$ cat src/rtl/i_cache_if.sv
// Fetch-side and memory-side signals of the instruction cache, bundled as one interface.
// master = fetch unit plus i_memory (the environment), slave = the cache itself.
interface i_cache_if #(
  parameter int ADDRESS_WIDTH     = 32,
  parameter int INSTRUCTION_WIDTH = 32
);
  logic                           read;
  logic [ADDRESS_WIDTH-1:0]       address;
  logic [INSTRUCTION_WIDTH-1:0]   instruction;
  logic                           busywait;
  logic                           mem_read;
  logic [ADDRESS_WIDTH-5:0]       mem_address;
  logic [4*INSTRUCTION_WIDTH-1:0] mem_readdata;
  logic                           mem_busywait;

  modport master (
    output read, address, mem_readdata, mem_busywait,
    input  instruction, busywait, mem_read, mem_address
  );

  modport slave (
    input  read, address, mem_readdata, mem_busywait,
    output instruction, busywait, mem_read, mem_address
  );
endinterface

$ cat src/rtl/i_cache.sv
// Direct-mapped instruction cache: 8 lines of 4 instructions, whole-line fill on a miss.
// Optional ICACHE_STATS_EN adds hit_count / miss_count outputs.
module i_cache #(
  parameter int ADDRESS_WIDTH     = 32,
  parameter int INSTRUCTION_WIDTH = 32,
  parameter int INDEX_WIDTH       = 3
) (
  input  logic        clock,
  input  logic        reset,
  i_cache_if.slave    bus
`ifdef ICACHE_STATS_EN
  ,
  output logic [31:0] hit_count,
  output logic [31:0] miss_count
`endif
);
  localparam int LINES      = 1 << INDEX_WIDTH;
  localparam int TAG_WIDTH  = ADDRESS_WIDTH - INDEX_WIDTH - 4;
  localparam int LINE_WIDTH = 4 * INSTRUCTION_WIDTH;

  typedef enum logic [1:0] {IDLE, MEM_READ, UPDATE} state_t;

  state_t                   state_reg;
  logic                     first_cycle_reg;
  logic                     mem_read_reg;
  logic [ADDRESS_WIDTH-5:0] miss_addr_reg;
  logic [LINES-1:0]         valid_reg;
  logic [LINE_WIDTH-1:0]    data_mem [LINES];
  logic [TAG_WIDTH-1:0]     tag_mem  [LINES];

  logic [1:0]                   word_sel;
  logic [INDEX_WIDTH-1:0]       index;
  logic [INDEX_WIDTH-1:0]       fill_index;
  logic [TAG_WIDTH-1:0]         tag;
  logic [TAG_WIDTH-1:0]         fill_tag;
  logic [LINE_WIDTH-1:0]        line;
  logic [INSTRUCTION_WIDTH-1:0] words [4];
  logic                         hit;
  logic                         idle_hit;
  logic                         start_miss;
  logic                         fill_done;
  logic                         unused_addr_bits;

  assign word_sel         = bus.address[3:2];
  assign index            = bus.address[INDEX_WIDTH+3:4];
  assign tag              = bus.address[ADDRESS_WIDTH-1:INDEX_WIDTH+4];
  assign fill_index       = miss_addr_reg[INDEX_WIDTH-1:0];
  assign fill_tag         = miss_addr_reg[ADDRESS_WIDTH-5:INDEX_WIDTH];
  assign unused_addr_bits = ^bus.address[1:0];

  assign line = data_mem[index];

  genvar gi;
  generate
    for (gi = 0; gi < 4; gi++) begin : g_word
      assign words[gi] = line[gi*INSTRUCTION_WIDTH +: INSTRUCTION_WIDTH];
    end
  endgenerate

  assign hit        = bus.read & valid_reg[index] & (tag_mem[index] == tag);
  assign idle_hit   = (state_reg == IDLE) & hit;
  assign start_miss = (state_reg == IDLE) & bus.read & ~hit;
  // The first MEM_READ cycle is skipped so a stale low mem_busywait cannot end the fill.
  assign fill_done  = (state_reg == MEM_READ) & ~first_cycle_reg & ~bus.mem_busywait;

  assign bus.busywait    = ~reset & ((state_reg != IDLE) | (bus.read & ~hit));
  assign bus.instruction = (~reset & idle_hit) ? words[word_sel] : '0;
  assign bus.mem_read    = mem_read_reg & ~reset;
  assign bus.mem_address = miss_addr_reg;

  always_ff @(posedge clock) begin
    if (reset) begin
      state_reg       <= IDLE;
      first_cycle_reg <= 1'b0;
      mem_read_reg    <= 1'b0;
      miss_addr_reg   <= '0;
      valid_reg       <= '0;
    end else begin
      case (state_reg)
        IDLE: begin
          if (start_miss) begin
            miss_addr_reg   <= bus.address[ADDRESS_WIDTH-1:4];
            first_cycle_reg <= 1'b1;
            mem_read_reg    <= 1'b1;
            state_reg       <= MEM_READ;
          end
        end
        MEM_READ: begin
          first_cycle_reg <= 1'b0;
          if (fill_done) begin
            valid_reg[fill_index] <= 1'b1;
            mem_read_reg          <= 1'b0;
            state_reg             <= UPDATE;
          end
        end
        UPDATE:  state_reg <= IDLE;
        default: state_reg <= IDLE;
      endcase
    end
  end

  // Data and tag arrays carry no reset; the valid bits alone decide what is live.
  always_ff @(posedge clock) begin
    if (!reset && fill_done) begin
      data_mem[fill_index] <= bus.mem_readdata;
      tag_mem[fill_index]  <= fill_tag;
    end
  end

`ifdef ICACHE_STATS_EN
  always_ff @(posedge clock) begin
    if (reset) begin
      hit_count  <= '0;
      miss_count <= '0;
    end else begin
      if (idle_hit)   hit_count  <= hit_count + 32'd1;
      if (start_miss) miss_count <= miss_count + 32'd1;
    end
  end
`endif
endmodule

$ cat src/flat_wrapper.sv
// flat-port wrapper written by rule: the top's interface ports become plain ports
module i_cache_flat 
#(
  parameter int ADDRESS_WIDTH     = 32,
  parameter int INSTRUCTION_WIDTH = 32,
  parameter int INDEX_WIDTH       = 3
)
  (clock, reset, bus_read, bus_address, bus_mem_readdata, bus_mem_busywait, bus_instruction, bus_busywait, bus_mem_read, bus_mem_address);
  i_cache_if #(.ADDRESS_WIDTH(ADDRESS_WIDTH), .INSTRUCTION_WIDTH(INSTRUCTION_WIDTH)) bus_i ();
  input  logic clock;
  input  logic reset;
  input wire logic [$bits(bus_i.read)-1:0] bus_read;
  input wire logic [$bits(bus_i.address)-1:0] bus_address;
  input wire logic [$bits(bus_i.mem_readdata)-1:0] bus_mem_readdata;
  input wire logic [$bits(bus_i.mem_busywait)-1:0] bus_mem_busywait;
  output wire logic [$bits(bus_i.instruction)-1:0] bus_instruction;
  output wire logic [$bits(bus_i.busywait)-1:0] bus_busywait;
  output wire logic [$bits(bus_i.mem_read)-1:0] bus_mem_read;
  output wire logic [$bits(bus_i.mem_address)-1:0] bus_mem_address;
  assign bus_i.read = bus_read;
  assign bus_i.address = bus_address;
  assign bus_i.mem_readdata = bus_mem_readdata;
  assign bus_i.mem_busywait = bus_mem_busywait;
  assign bus_instruction = bus_i.instruction;
  assign bus_busywait = bus_i.busywait;
  assign bus_mem_read = bus_i.mem_read;
  assign bus_mem_address = bus_i.mem_address;
  i_cache #(.ADDRESS_WIDTH(ADDRESS_WIDTH), .INSTRUCTION_WIDTH(INSTRUCTION_WIDTH), .INDEX_WIDTH(INDEX_WIDTH)) u_core (.clock(clock), .reset(reset), .bus(bus_i));
endmodule
$ cat config.mk
export PLATFORM = sky130hd
export DESIGN_NAME = i_cache_flat
export DESIGN_NICKNAME = d
export VERILOG_FILES = /design/src/rtl/i_cache_if.sv /design/src/rtl/i_cache.sv /design/src/flat_wrapper.sv
export SDC_FILE = /design/constraint.sdc
export NUM_CORES = 1
export LEC_CHECK = 0
export BUFFER_PORTS_ARGS = -buffer_cell sky130_fd_sc_hd__buf_2
export CORE_AREA = 2 2 294 296
export CTS_BUF_LIST = sky130_fd_sc_hd__clkbuf_8
export CTS_CLUSTER_DIAMETER = 50
export DETAILED_ROUTE_END_ITERATION = 6
export DIE_AREA = 0 0 296 298
export HOLD_SLACK_MARGIN = 0.05
export MAX_ROUTING_LAYER = met4
export PLACE_DENSITY = 0.77
export SLEW_MARGIN = 20
export SYNTH_ARGS = -nofsm -noshare
export SYNTH_HDL_FRONTEND = slang
export SYNTH_SLANG_ARGS = --single-unit
$ cat constraint.sdc
create_clock -name clock -period 11.6 [get_ports clock]
set_clock_uncertainty 0.15 [all_clocks]
set_input_delay 0.58 -clock clock [delete_from_list [all_inputs] [get_ports clock]]
set_output_delay 0.58 -clock clock [all_outputs]
set_load 0.02 [all_outputs]
==> results.tsv <==
stage	metric	value	unit
finish	commonest non-fill, non-tap cell in the layout	edfxtp_1	
finish	commonest non-fill, non-tap cells in the layout	1,224 x edfxtp_1, 355 x mux4_2, 219 x buf_2	
status	status	finished, final reports clean	
logic_synthesis	main combinational cell family by area after synthesis	multiplexers	
clock_network	Worst-Skew Late Latency	0.84	ns
logic_synthesis	Synth top area share	0.763	
die	Std-Cell Rows	107	
drt	antenna violation net count after detailed routing	0	
die	Core Footprint	84900	µm²
finish	Final Instance Area	56000	µm²
clock_network	CTS Buf Count	193	
finish	Cell Count, Final, Fillers Out	3848	
clock_network	H-tree Lvls	4	
critical_path	r2r startpoint	u_core.state_reg[0]	
critical_path	crit path capture	bus_instruction[16]	
placed_design	RePlAce Congestion	0.793	
drt	final WL	102000	µm
sta	worst relative slew slack	0.326	
critical_path	Critical R2R Capture	u_core.data_mem[4][9]	
global_routing	antenna violations before repair	14	
global_routing	GRT Resource Usage Total	0.244	
die	I/O pin total	226	
logic_synthesis	Avg Cell Area, Syn	23.7	µm²
drt	Vias	23051	
critical_path	critical path launch point type	input pin	
finish	max reg flops	1024	
clock_network	Root Buffer	clkbuf_8	
logic_synthesis	mux share of post-synthesis cell area	0.189	
sta	post-layout minimum cycle time	5.39	ns
clock_network	post-CTS resize count	0	
sta	Hold Fails Final Rpt	0	
drt	vias per cell	5.99	
logic_synthesis	Netlist cell types	35	
clock_network	clock sink count	1264	
placed_design	Post-DP Area	50700	µm²
finish	area delta synth->final	16.1	%
run	Max-cap violations	0	
die	Die X	296	µm
clock_network	clock slew at reported path FFs	0.06	ns
finish	layout cells sized above 1	0.319	
global_routing	largest net degree at the start of global routing	156	
critical_path	WS Path Type	in -> out	
drt	Pre-Repair DR Iteration Count	5	
sta	f_max	0.186	GHz
finish	Most flops, register	u_core.data_mem	
sta	RSZ-0062 raised after global routing	false	
finish	Final #Nets	2701	
critical_path	Register-to-Register Path Depth	6	
logic_synthesis	warnings from Yosys	0	
drt	Iteration-0 DRC Markers	1953	
logic_synthesis	cell area after synthesis	48200	µm²
sta	Max Transition Viols Final	0	
hold_path	HP Class	in -> reg	
power	VDD IR max	0.101	mV
placed_design	HPWL after DPL	55000	µm
power	static leakage	18.7	nW
critical_path	CP startpoint	bus_address[5]	
global_routing	global-route wire length before repair	152000	µm
drt	routed wire length per instance	26.4	µm
global_routing	GR Overflow Total	0	
sta	Slew @ Worst Pin	1.01	ns
critical_path	Worst Path Arrival	4.66	ns
power	Power per Cell Area	160	nW/µm²
placed_design	I/O Buffers	223	
sta	Setup TNS	0	ns
placed_design	placed insts	3327	
logic_synthesis	Post-Syn Instances	2032	
logic_synthesis	simple-gate share of the synthesized area	0.0118	
logic_synthesis	largest cells by area after synthesis	edfxtp_1 76%, mux4_2 17%, mux2i_1 2.3%	
logic_synthesis	syn nets	2196	
sta	Finish-stage setup viols	0	
critical_path	Crit Path Max Fanout	155	
logic_synthesis	Compound-Gate Fraction of Synth Area	0.00620	
critical_path	WP data required	10.87	ns
die	die area	88200	µm²
sta	final worst-path cycle share	0.464	
sta	WHS	0.161	ns
drt	drt drc	0	
logic_synthesis	xor/xnor share of the synthesized area	0.00327	
critical_path	reg-to-reg slack, setup	7.51	ns
global_routing	vias in the first global route	24649	
logic_synthesis	sequential-to-total area share from yosys stat	0.779	
die	Initial Utilization	0.568	
logic_synthesis	cell taking the most area after synthesis	edfxtp_1	
die	die height	298	µm
clock_network	Longest Clk Path Bufs	3	
logic_synthesis	FF+latch count, synth	1264	
logic_synthesis	adder-cell share of the synthesized area	0	
critical_path	Crit. End Element	primary output	
clock_network	CTS tree	yes	
==> report_power, final <==
part / total (mW) / switching [mW] / internal (mW)
logic: 0.481 / 0.254 / 0.227
registers: 5.06 / 0.0232 / 5.04
clock network: 3.40 / 1.66 / 1.74
==> worst max-delay path: stages <==
cell and delay, ns:
buf_8 0.55, buf_12 0.75, buf_4 0.89, mux4_2 0.42, mux4_2 0.53, mux2i_1 0.42
nor2_1 0.08, buf_2 0.18
==> worst min-delay path by stage <==
stage,cells past startpoint,end,from
6_report,3,u_core.bus.mem_address[1],bus_address[5]
5_1_grt,3,u_core.bus.mem_address[1],bus_address[5]
4_1_cts,3,u_core.bus.mem_address[1],bus_address[5]
3_5_place_dp,1,u_core.valid_reg[2],u_core.valid_reg[2]
3_3_place_gp,1,u_core.valid_reg[2],u_core.valid_reg[2]
2_1_floorplan,1,u_core.valid_reg[2],u_core.valid_reg[2]
==> final cells by class <==
type                            instances  area [µm²]
Sequential cell                      1264       37600
Timing Repair Buffer                  416        3090
Inverter                                3        12.5
Tap cell                             1144        1430
Multi-Input combinational cell        659       10200
Fill cell                            5367       28900
Antenna cell                           17        42.5
Clock inverter                        142         807
Clock buffer                          203        2790
==> routing by layer <==
| metal | GRT usage | share of wire | vias up |
|---|---|---|---|
| met2 | 0.395 | 0.52 | 893 |
| met5 | - | 0 | - |
| li1 | - | - | 9745 |
| met4 | 0.0813 | 0.023 | 0 |
| met1 | 0.311 | 0.39 | 12245 |
| met3 | 0.0513 | 0.069 | 168 |
==> logic make-up after synthesis <==
| kind of cell | count (synthesis) |
|---|---|
| AO/OA/AOI/OAI | 42 |
| buffers and inverters | 109 |
| XOR/XNOR | 18 |
| AND/OR/NAND/NOR | 131 |
| flip-flops | 1264 |
| multiplexers | 468 |
==> timing repair <==
| action | 4_1_cts | 5_1_grt |
|---|---|---|
| hold endpoints to repair | 1053 | 0 |
| buffers inserted | 0 | 0 |
| hold buffers | 158 | 0 |
==> metrics by stage <==
step | power [mW] | setup WS (ns) | util
2_1_floorplan | 5.43 | 3.23 | -
3_3_place_gp | 5.58 | 6.35 | 0.597
3_5_place_dp | 5.59 | 6.32 | 0.597
4_1_cts | 9.02 | 6.30 | 0.658
5_1_grt | 9.25 | 6.11 | 0.659
6_report | 8.94 | 6.21 | 0.659
==> cell usage after synthesis (all sizes together) <==
master and number:
a21o 9, a21oi 8, a22o 1, a22oi 16, a31oi 2, and2 2
and3 8, and4 1, buf 67, clkbuf 39, dfxtp 40, edfxtp 1224
inv 3, mux2 1, mux2i 112, mux4 355, nand2 60, nand2b 2
nand3 2, nand4 2, nor2 41, nor2b 3, nor3 4, nor3b 1
nor4 3, o21a 2, o22a 3, o31a 1, or3 2, xnor2 11
xor2 7
(Power assumes the default switching activity.)
